**src/rtl/b2s_pkg.sv**
```systemverilog
// Shared definitions for the pulse-width serial link: FSM states and the default
// timing constants that the receiver's decode windows are built from.
package b2s_pkg;

  localparam int unsigned DUR_W          = 8;
  localparam int unsigned DEF_WIDTH      = 64;
  localparam int unsigned DEF_NREQ       = 4;
  localparam int unsigned DEF_START_LOW  = 240;
  localparam int unsigned DEF_ONE_LOW    = 16;
  localparam int unsigned DEF_ZERO_LOW   = 96;
  localparam int unsigned DEF_HIGH_T     = 16;
  localparam int unsigned DEF_GAP_T      = 64;

  typedef enum logic [2:0] {
    S_IDLE,
    S_START_LO,
    S_BIT_HI,
    S_BIT_LO,
    S_GAP
  } state_e;

endpackage

```
**src/rtl/b2s_tx_scheduler_if.sv**
```systemverilog
// Requester bus plus serial-line status of the transmit scheduler.
interface b2s_tx_scheduler_if import b2s_pkg::*; #(
  parameter int unsigned WIDTH = DEF_WIDTH,
  parameter int unsigned NREQ  = DEF_NREQ
) ();

  localparam int unsigned IDW = $clog2(NREQ);

  logic [NREQ-1:0]       req_valid;
  logic [NREQ*WIDTH-1:0] req_data;
  logic [NREQ-1:0]       req_ack;
  logic                  b2s_dout;
  logic                  busy;
  logic [IDW-1:0]        grant_id;
  logic                  frame_done;

  modport master (
    output req_valid, req_data,
    input  req_ack, b2s_dout, busy, grant_id, frame_done
  );

  modport slave (
    input  req_valid, req_data,
    output req_ack, b2s_dout, busy, grant_id, frame_done
  );

endinterface

```
**src/rtl/b2s_rr_arbiter.sv**
```systemverilog
// Round-robin pick: first asserted request at or after ptr, wrapping modulo NREQ.
module b2s_rr_arbiter #(
  parameter int unsigned NREQ = 4
) (
  input  logic [NREQ-1:0]         req,
  input  logic [$clog2(NREQ)-1:0] ptr,
  output logic [NREQ-1:0]         gnt_oh_c,
  output logic [$clog2(NREQ)-1:0] gnt_idx_c,
  output logic                    gnt_any_c
);

  localparam int unsigned IDW = $clog2(NREQ);
  localparam int unsigned CW  = IDW + 1;

  logic [CW-1:0] cand;

  always_comb begin
    gnt_oh_c  = '0;
    gnt_idx_c = '0;
    gnt_any_c = 1'b0;
    cand      = '0;
    for (int k = 0; k < int'(NREQ); k++) begin
      cand = CW'(ptr) + CW'(k);
      if (cand >= CW'(NREQ)) cand = cand - CW'(NREQ);
      if (!gnt_any_c && req[cand[IDW-1:0]]) begin
        gnt_any_c = 1'b1;
        gnt_idx_c = cand[IDW-1:0];
      end
    end
    if (gnt_any_c) gnt_oh_c[gnt_idx_c] = 1'b1;
  end

endmodule

```
**src/rtl/b2s_tx_scheduler.sv**
```systemverilog
// Arbitrates NREQ frame requesters and serialises the winner's payload LSB first
// as start pulse, per-bit high/low pulses (low width encodes the bit) and a gap.
module b2s_tx_scheduler import b2s_pkg::*; #(
  parameter int unsigned WIDTH     = DEF_WIDTH,
  parameter int unsigned NREQ      = DEF_NREQ,
  parameter int unsigned START_LOW = DEF_START_LOW,
  parameter int unsigned ONE_LOW   = DEF_ONE_LOW,
  parameter int unsigned ZERO_LOW  = DEF_ZERO_LOW,
  parameter int unsigned HIGH_T    = DEF_HIGH_T,
  parameter int unsigned GAP_T     = DEF_GAP_T
) (
  input  logic                clk,
  input  logic                rst,
  b2s_tx_scheduler_if.slave   bus
);

  localparam int unsigned IDW = $clog2(NREQ);
  localparam int unsigned BCW = $clog2(WIDTH) + 1;

  state_e             state_q, state_d;
  logic [DUR_W-1:0]   cnt_q, cnt_d;
  logic [BCW-1:0]     bit_q, bit_d;
  logic [WIDTH-1:0]   shreg_q, shreg_d;
  logic [IDW-1:0]     ptr_q, ptr_d;
  logic [IDW-1:0]     grant_q, grant_d;
  logic [NREQ-1:0]    ack_q, ack_d;
  logic               dout_q, dout_d;
  logic               busy_q, busy_d;
  logic               done_q, done_d;

  logic [NREQ-1:0]    win_oh;
  logic [IDW-1:0]     win_idx;
  logic               win_any;

  b2s_rr_arbiter #(.NREQ(NREQ)) u_arb (
    .req       (bus.req_valid),
    .ptr       (ptr_q),
    .gnt_oh_c  (win_oh),
    .gnt_idx_c (win_idx),
    .gnt_any_c (win_any)
  );

  // Every duration counter loads (length-1) on state entry and leaves at zero.
  always_comb begin
    state_d = state_q;
    cnt_d   = cnt_q;
    bit_d   = bit_q;
    shreg_d = shreg_q;
    ptr_d   = ptr_q;
    grant_d = grant_q;
    ack_d   = '0;
    done_d  = 1'b0;
    case (state_q)
      S_IDLE: begin
        if (win_any) begin
          state_d = S_START_LO;
          cnt_d   = DUR_W'(START_LOW - 1);
          bit_d   = '0;
          shreg_d = bus.req_data[win_idx*WIDTH +: WIDTH];
          grant_d = win_idx;
          ptr_d   = (win_idx == IDW'(NREQ - 1)) ? '0 : win_idx + 1'b1;
          ack_d   = win_oh;
        end
      end
      S_START_LO: begin
        if (cnt_q == '0) begin
          state_d = S_BIT_HI;
          cnt_d   = DUR_W'(HIGH_T - 1);
        end else begin
          cnt_d = cnt_q - 1'b1;
        end
      end
      S_BIT_HI: begin
        if (cnt_q == '0) begin
          state_d = S_BIT_LO;
          cnt_d   = shreg_q[0] ? DUR_W'(ONE_LOW - 1) : DUR_W'(ZERO_LOW - 1);
        end else begin
          cnt_d = cnt_q - 1'b1;
        end
      end
      S_BIT_LO: begin
        if (cnt_q == '0) begin
          shreg_d = shreg_q >> 1;
          bit_d   = bit_q + 1'b1;
          if (bit_d == BCW'(WIDTH)) begin
            state_d = S_GAP;
            cnt_d   = DUR_W'(GAP_T - 1);
          end else begin
            state_d = S_BIT_HI;
            cnt_d   = DUR_W'(HIGH_T - 1);
          end
        end else begin
          cnt_d = cnt_q - 1'b1;
        end
      end
      S_GAP: begin
        if (cnt_q == '0) begin
          state_d = S_IDLE;
          done_d  = 1'b1;
        end else begin
          cnt_d = cnt_q - 1'b1;
        end
      end
      default: state_d = S_IDLE;
    endcase
    // Line and busy are registered from the next state so they align with state_q.
    dout_d = !((state_d == S_START_LO) || (state_d == S_BIT_LO));
    busy_d = (state_d != S_IDLE);
  end

  always_ff @(posedge clk) begin
    if (rst) begin
      state_q <= S_IDLE;
      cnt_q   <= '0;
      bit_q   <= '0;
      shreg_q <= '0;
      ptr_q   <= '0;
      grant_q <= '0;
      ack_q   <= '0;
      dout_q  <= 1'b1;
      busy_q  <= 1'b0;
      done_q  <= 1'b0;
    end else begin
      state_q <= state_d;
      cnt_q   <= cnt_d;
      bit_q   <= bit_d;
      shreg_q <= shreg_d;
      ptr_q   <= ptr_d;
      grant_q <= grant_d;
      ack_q   <= ack_d;
      dout_q  <= dout_d;
      busy_q  <= busy_d;
      done_q  <= done_d;
    end
  end

  assign bus.req_ack    = ack_q;
  assign bus.b2s_dout   = dout_q;
  assign bus.busy       = busy_q;
  assign bus.grant_id   = grant_q;
  assign bus.frame_done = done_q;

endmodule
```
**src/flat_wrapper.sv**
```systemverilog
// flat-port wrapper written by rule: the top's interface ports become plain ports
module b2s_tx_scheduler_flat import b2s_pkg::*;
#(
  parameter int unsigned WIDTH     = DEF_WIDTH,
  parameter int unsigned NREQ      = DEF_NREQ,
  parameter int unsigned START_LOW = DEF_START_LOW,
  parameter int unsigned ONE_LOW   = DEF_ONE_LOW,
  parameter int unsigned ZERO_LOW  = DEF_ZERO_LOW,
  parameter int unsigned HIGH_T    = DEF_HIGH_T,
  parameter int unsigned GAP_T     = DEF_GAP_T
)
  (clk, rst, bus_req_valid, bus_req_data, bus_req_ack, bus_b2s_dout, bus_busy, bus_grant_id, bus_frame_done);
  b2s_tx_scheduler_if #(.WIDTH(WIDTH), .NREQ(NREQ)) bus_i ();
  input  logic clk;
  input  logic rst;
  input wire logic [$bits(bus_i.req_valid)-1:0] bus_req_valid;
  input wire logic [$bits(bus_i.req_data)-1:0] bus_req_data;
  output wire logic [$bits(bus_i.req_ack)-1:0] bus_req_ack;
  output wire logic [$bits(bus_i.b2s_dout)-1:0] bus_b2s_dout;
  output wire logic [$bits(bus_i.busy)-1:0] bus_busy;
  output wire logic [$bits(bus_i.grant_id)-1:0] bus_grant_id;
  output wire logic [$bits(bus_i.frame_done)-1:0] bus_frame_done;
  assign bus_i.req_valid = bus_req_valid;
  assign bus_i.req_data = bus_req_data;
  assign bus_req_ack = bus_i.req_ack;
  assign bus_b2s_dout = bus_i.b2s_dout;
  assign bus_busy = bus_i.busy;
  assign bus_grant_id = bus_i.grant_id;
  assign bus_frame_done = bus_i.frame_done;
  b2s_tx_scheduler #(.WIDTH(WIDTH), .NREQ(NREQ), .START_LOW(START_LOW), .ONE_LOW(ONE_LOW), .ZERO_LOW(ZERO_LOW), .HIGH_T(HIGH_T), .GAP_T(GAP_T)) u_core (.clk(clk), .rst(rst), .bus(bus_i));
endmodule
```
**config.mk**
```make
export PLATFORM = sky130hd
export DESIGN_NAME = b2s_tx_scheduler_flat
export DESIGN_NICKNAME = d
export VERILOG_FILES = /design/src/rtl/b2s_pkg.sv /design/src/rtl/b2s_tx_scheduler_if.sv /design/src/rtl/b2s_rr_arbiter.sv /design/src/rtl/b2s_tx_scheduler.sv /design/src/flat_wrapper.sv
export SDC_FILE = /design/constraint.sdc
export NUM_CORES = 1
export LEC_CHECK = 0
export ABC_CLOCK_PERIOD_IN_PS = 2029
export BUFFER_PORTS_ARGS = -buffer_cell sky130_fd_sc_hd__buf_2
export CAP_MARGIN = 30
export CORE_MARGIN = 5
export CORE_UTILIZATION = 44
export DETAILED_ROUTE_END_ITERATION = 10
export HOLD_SLACK_MARGIN = 0.15
export PLACE_DENSITY_LB_ADDON = 0.08
export SYNTH_ARGS = -nofsm -noshare
export SYNTH_HDL_FRONTEND = slang
export SYNTH_SLANG_ARGS = --single-unit
```
**constraint.sdc**
```tcl
create_clock -name clk -period 2.03 [get_ports clk]
set_input_delay 0.406 -clock clk [delete_from_list [all_inputs] [get_ports clk]]
set_output_delay 0.406 -clock clk [all_outputs]
set_load 0.01 [all_outputs]
```
==> results_dict.tcl, run 1 <==
set metrics [dict create \
    status "completed" \
    gp_congestion 0.874 \
    finalClockSkew_ns 0.00594 \
    core-area_mm2 0.0138 \
    finalCriticalPeriod_ns 1.95 \
    overflow 0 \
    tritoncts "built" \
    nets 1259 \
    synth_area_mm2 0.00614 \
    io_pins 271 \
    p_comb_share_pct 39.0 \
    ys_ff_latch 93 \
    grt_use_total_pct 22.2 \
    synthFlopType "dfxtp_1" \
    dr.pass1.iters 5 \
    power.static_leakage_nw 3.79 \
    maxSlewViolCount 0 \
    cts_root_buf "clkbuf_16" \
    crit_chain "nor2b_2 -> nor4_4 -> nor2_4 -> inv_6 -> buf_12 -> buf_4 -> mux2i_1 -> o21ai_1 -> o221a_1" \
    cp_slowest_cell "dfxtp_4" \
    hold_path_class "reg -> reg" \
    hold_viol_final 0 \
    worstSetupStartpointType "flop" \
    tns_ns 0 \
    netSwitchingFraction_pct 32.1 \
    grt_max_degree 67 \
    numCtsBuffers 9 \
    fmax_mhz 513 \
    setup_viol 0 \
    max_stage_delay_ns 0.39 \
    worst-path-buf-inv 3 \
    remaining_drc_errors 0 \
    dieHeight_um 128 \
    power_frac_clock_pct 26.2 \
    dp_hpwl_um 14700 \
    synth_top_cell_area_share_pct 30.3 \
    synth-edff-count 0 \
    fillCellCount 1248 \
    htree_levels 3 \
    power_frac_seq_pct 34.8 \
    portBuffers 270 \
    ys_seq_area_share_pct 30.3 \
    intPower_w 0.00437 \
    synth.distinct_cells 55 \
    drive_gt1_share_pct 39.8 \
    antenna_found_initial 0 \
    cts_buffer_depth 2 \
    worstSkewPairLatency_ns 0.34 \
    core.rowCount 43 \
    die_width_um 128 \
    end_kind "flop" \
    ys_top_cells_by_area "dfxtp_1, mux2i_1, o221a_1" \
    syn2layout_area_growth_pct 39.0 \
    pwr_density_cell_mw_per_mm2 754 \
    critPathKind "reg -> reg" \
    maxCapViolCount 0 \
    cts_num_sinks 93 \
    crit_fanout 14 \
    num_vias 6486 \
    required_ns 2.27 \
    final_antenna_net_count 0 \
    via_per_inst 5.52 \
    finish.utilization_pct 61.9 \
    avgSynthCellArea_um2 8.82 \
    syn_nets 965 \
    first_iter_violations 558 \
    start_util_pct 44.5 \
    grt_pass1_wl_um 30100 \
    max-vdd-ir-drop_mv 0.392 \
    yosysMostFrequentCell "mux2i_1" \
    cp.arrival_ns 2.19 \
    worstMarginPinSlew_ns 0.545 \
    ys.warnings.count 0 \
    grt_pass1_vias 6285 \
    dieArea_mm2 0.0164 \
    syn-instance-count 696 \
    synthArstFlopShare_pct 0 \
    crit_family "simple AND/OR/NAND/NOR gates" \
    finalCritPeriodShare_pct 96.0 \
    drt_wl_total_um 20100 \
    synth_common_cells "mux2i_1, o21ai_1, dfxtp_1, nand2_1, o221a_1" \
    avgRoutedWirePerCell_um 17.1 \
    clk_pin_slew_ns 0.07 \
    n_antenna_cell 0 \
    switching_power_w 0.00206 \
    synth_largest_area_cell "dfxtp_1" \
    relSlewSlack_pct 63.1 \
]
-- stage by stage --
stage,setup slack (ns),hold slack [ns],std cells,total power (W),area (µm²)
2_1_floorplan,0.0308,0.463,696,0.00376,6140
5_1_grt,-0.00506,0.499,1175,0.00677,8530
3_3_place_gp,-0.183,0.461,1149,0.00457,8000
3_5_place_dp,-0.232,0.465,1149,0.00462,8000
6_report,0.0822,0.471,1175,0.00643,8530
4_1_cts,0.0294,0.469,1165,0.00634,8310
-- worst reg2reg max path, cell delays in order, from the launching register on --
cell and delay [ns]:
dfxtp_4 0.39, nor2b_2 0.07, nor4_4 0.30, nor2_4 0.09
inv_6 0.08, buf_12 0.15, buf_4 0.19, mux2i_1 0.24
o21ai_1 0.11, o221a_1 0.23
-- power groups by stage --
stage / clock network (W) / logic (W) / registers (W)
2_1_floorplan: 0 / 0.00153 / 0.00223
3_3_place_gp: 0 / 0.00231 / 0.00225
3_5_place_dp: 0 / 0.00236 / 0.00226
4_1_cts: 0.00173 / 0.00238 / 0.00223
5_1_grt: 0.00180 / 0.00271 / 0.00226
6_report: 0.00169 / 0.00251 / 0.00224
-- final cells by class --
cell class	instances	area [µm²]	share of cell area [%]
clock buffers	12	246	2.89
clock inverters	4	47.5	0.557
inverters	8	35.0	0.411
multi-input cells	532	3950	46.3
flip-flops and latches	93	1870	21.9
well taps	180	225	2.64
repair buffers	346	2160	25.3
-- layout by cell type (no fill, tap or decap), types with 4 or more instances in the layout --
| master | n |
|---|---|
| nand2_1 | 74 |
| dfxtp_2 | 4 |
| buf_2 | 270 |
| o21ai_0 | 27 |
| mux2i_1 | 128 |
| dfxtp_1 | 88 |
| o221a_1 | 63 |
| o21ai_1 | 104 |
| a21oi_1 | 24 |
| ha_1 | 5 |
| buf_4 | 56 |
| clkbuf_16 | 12 |
| inv_1 | 4 |
| buf_12 | 14 |
| nand3_1 | 7 |
| nor3_1 | 8 |
| and3_1 | 7 |
| a21o_1 | 4 |
| nor2_1 | 19 |
-- routing by layer --
layer | GRT usage (%) | wire length (µm) | up-vias
met1 | 27.9 | 8360 | 3027
li1 | - | - | 3205
met3 | 4.04 | 1510 | 15
met2 | 39.2 | 10100 | 239
met5 | 0 | 0 | -
met4 | 5.74 | 211 | 0
-- sequential cells by signal (all words and copies together) (netlist names) --
name                   count
u_core.bit_q               7
u_core.bus.b2s_dout        1
u_core.bus.busy            1
u_core.bus.frame_done      1
u_core.bus.grant_id        2
u_core.bus.req_ack         4
u_core.cnt_q               8
u_core.ptr_q               2
u_core.shreg_q            64
u_core.state_q             3
-- cells by family (layout without fill, tap and decap cells) --
kind of cell	Yosys count	count (layout)	share of synthesized area, %
mux	131	131	21.4
buf+inv	71	370	6.83
simple gates	147	147	11.7
flops	93	93	30.3
fa+ha+maj	7	7	1.43
xor+xnor	5	5	0.714
compound gates	242	242	27.6
-- repair_timing --
item	CTS	global route
resized for setup	3	27
pin swaps	0	6
setup buffers	0	6
hold buffers	0	0
setup endpoints to repair	15	73
gates cloned	0	4
-- path summary, 6_finish.rpt --
check / startpoint / end / slack [ns] / cells past startpoint
min reg2reg: u_core.bus.grant_id[0] / u_core.bus.grant_id[0] / 0.47 / 2
max: u_core.ptr_q[0] / u_core.shreg_q[0] / 0.08 / 9
max reg2reg: u_core.ptr_q[0] / u_core.shreg_q[0] / 0.08 / 9
min: u_core.bus.grant_id[0] / u_core.bus.grant_id[0] / 0.47 / 2
(Power assumes the default switching activity.)
==> run 2, diff against run 1 <==
--- a/config.mk
+++ b/config.mk
@@ -8,8 +8,10 @@
 export ABC_CLOCK_PERIOD_IN_PS = 2029
 export BUFFER_PORTS_ARGS = -buffer_cell sky130_fd_sc_hd__buf_2
 export CAP_MARGIN = 30
+export CELL_PAD_IN_SITES_DETAIL_PLACEMENT = 0
+export CELL_PAD_IN_SITES_GLOBAL_PLACEMENT = 1
 export CORE_MARGIN = 5
-export CORE_UTILIZATION = 44
+export CORE_UTILIZATION = 31
 export DETAILED_ROUTE_END_ITERATION = 10
 export HOLD_SLACK_MARGIN = 0.15
 export PLACE_DENSITY_LB_ADDON = 0.08
==> constraint.sdc (replaced) <==
create_clock -name clk -period 2.03 [get_ports clk]
set_input_delay 0.406 -clock clk [delete_from_list [all_inputs] [get_ports clk]]
set_output_delay 0.406 -clock clk [all_outputs]
set_load 0.005 [all_outputs]
==> results_dict.tcl, run 2 (same netlist as run 1, synthesis figures left out) <==
set metrics [dict create \
    io_pins 271 \
    antenna_found_initial 2 \
    regToRegSetupSlack_ns 0.07 \
    tns_ns 0 \
    cts_root_buf "clkbuf_16" \
    via_per_inst 5.17 \
    grt_use_total_pct 17.5 \
    portBuffers 270 \
    pwr_density_cell_mw_per_mm2 736 \
    relSlewSlack_pct 60.3 \
    avgRoutedWirePerCell_um 18.1 \
    htree_levels 3 \
    stdcell_count 1248 \
    die_width_um 151 \
    gp_congestion 0.811 \
    nets 1247 \
    first_iter_violations 313 \
    dieArea_mm2 0.0227 \
    cp.arrival_ns 2.23 \
    cp_slowest_cell "or3_1" \
    dieHeight_um 151 \
    startpoint "u_core.ptr_q[0]" \
    final_antenna_net_count 0 \
    critPathKind "reg -> reg" \
    drive_gt1_share_pct 39.2 \
    reg.largest.list "u_core.shreg_q x64, u_core.cnt_q x8, u_core.bit_q x7" \
    grt_max_degree 67 \
    num_vias 6455 \
    cts_num_sinks 93 \
    holdBufCountCts 0 \
    tritoncts "built" \
    clk_pin_slew_ns 0.06 \
    dr.pass1.iters 6 \
    remaining_drc_errors 0 \
    power_w 0.00633 \
    overflow 0 \
    hold_viol_final 0 \
    max_stage_delay_ns 0.37 \
    place_ws_ns -0.218 \
    crit_family "simple AND/OR/NAND/NOR gates" \
    worstSetupStartpointType "flop" \
    final_common_cell "buf_2" \
    start_util_pct 31.5 \
    setup_viol 0 \
    worstSkewPairLatency_ns 0.34 \
    cts_buffer_depth 2 \
    dp.cells 1216 \
    reg2reg_depth 8 \
    cp_num_cells 8 \
    crit_fanout 5 \
    required_ns 2.30 \
    layout.cells.most_common_list "buf_2, mux2i_1, o21ai_1, dfxtp_1, nand2_1" \
    syn2layout_area_growth_pct 40.2 \
    crit_path_end "u_core.ptr_q[0]" \
    dp_hpwl_um 15400 \
    largest_register_ffs 64 \
    maxSlewViolCount 0 \
    hold_path_class "reg -> reg" \
    drt_wl_total_um 22600 \
    rr_startpoint "u_core.ptr_q[0]" \
    core-area_mm2 0.0195 \
    grt_pass1_vias 6382 \
    maxCapViolCount 0 \
    fillCellCount 1964 \
    power.static_leakage_nw 3.74 \
    finish.utilization_pct 44.2 \
    finalCritPeriodShare_pct 96.4 \
    crit_chain "nand2b_1 -> and4b_1 -> nor2_4 -> inv_8 -> buf_12 -> ha_2 -> or3_1 -> a21oi_1" \
    worstMarginPinSlew_ns 0.595 \
    finalClockSkew_ns 0.00696 \
    finalCriticalPeriod_ns 1.96 \
    status "completed" \
    grt_pass1_wl_um 31900 \
    numCtsBuffers 9 \
    postLayoutSetupSlackWorst_ns 0.0733 \
    core.rowCount 51 \
    fmax_mhz 511 \
    worst-path-buf-inv 2 \
    r2r_end "u_core.ptr_q[0]" \
    end_kind "flop" \
    max-vdd-ir-drop_mv 0.407 \
    largest_register "u_core.shreg_q" \
]
run 2: worst min-delay path by stage:
stage	slack (ns)	end	cells after the start	startpoint
4_1_cts	0.47	u_core.ptr_q[0]	3	rst
3_5_place_dp	0.47	u_core.bus.grant_id[0]	2	u_core.bus.grant_id[0]
3_3_place_gp	0.46	u_core.bus.grant_id[0]	2	u_core.bus.grant_id[0]
2_1_floorplan	0.45	u_core.bus.grant_id[0]	2	u_core.bus.grant_id[0]
5_1_grt	0.50	u_core.ptr_q[0]	3	rst
6_report	0.47	u_core.bus.grant_id[1]	2	u_core.bus.grant_id[1]
run 2: tightest hold or removal path: stages, from the launching register on:
cell and delay, ns:
dfxtp_1 0.31, nand2_1 0.05, a21oi_1 0.05
run 2: through the flow:
stage               area (µm²)  hold WS [ns]
finish                    8600         0.468
global route              8600         0.497
CTS                       8270         0.475
detailed placement        7920         0.470
global placement          7920         0.462
floorplan                 6140         0.453
run 2: repair_timing:
action,4_1_cts,5_1_grt
endpoints found under the setup margin,25,77
buffers inserted,2,4
resized for setup,8,30
pin swaps,1,8
cloned,1,9
run 2: area by class of cell:
cell class | instances | area [µm²] | share of cell area [%]
clock buffer | 14 | 254 | 2.95
timing repair buffer | 333 | 2140 | 24.8
clock inverter | 1 | 7.51 | 0.0873
tap | 265 | 332 | 3.85
multi-input combinational | 532 | 3960 | 46.0
inverter | 8 | 37.5 | 0.436
antenna | 1 | 2.50 | 0.0291
timing repair inverter | 1 | 8.76 | 0.102
sequential | 93 | 1870 | 21.7
run 2: routing by layer:
layer | share of wire [%] | routed length (µm) | global-route usage [%]
met1 | 44 | 10000 | 23.0
met2 | 48 | 10800 | 29.6
met3 | 6.6 | 1500 | 3.13
met4 | 1.3 | 293 | 4.81
met5 | 0.057 | 13 | 0
run 2: power breakdown:
part | leakage [nW] | total [W] | internal [W] | switching (W)
Sequential | 0.772 | 0.00223 | 0.00207 | 0.000159
Clock | 0.123 | 0.00156 | 0.000861 | 0.000695
Combinational | 2.84 | 0.00255 | 0.00130 | 0.00125
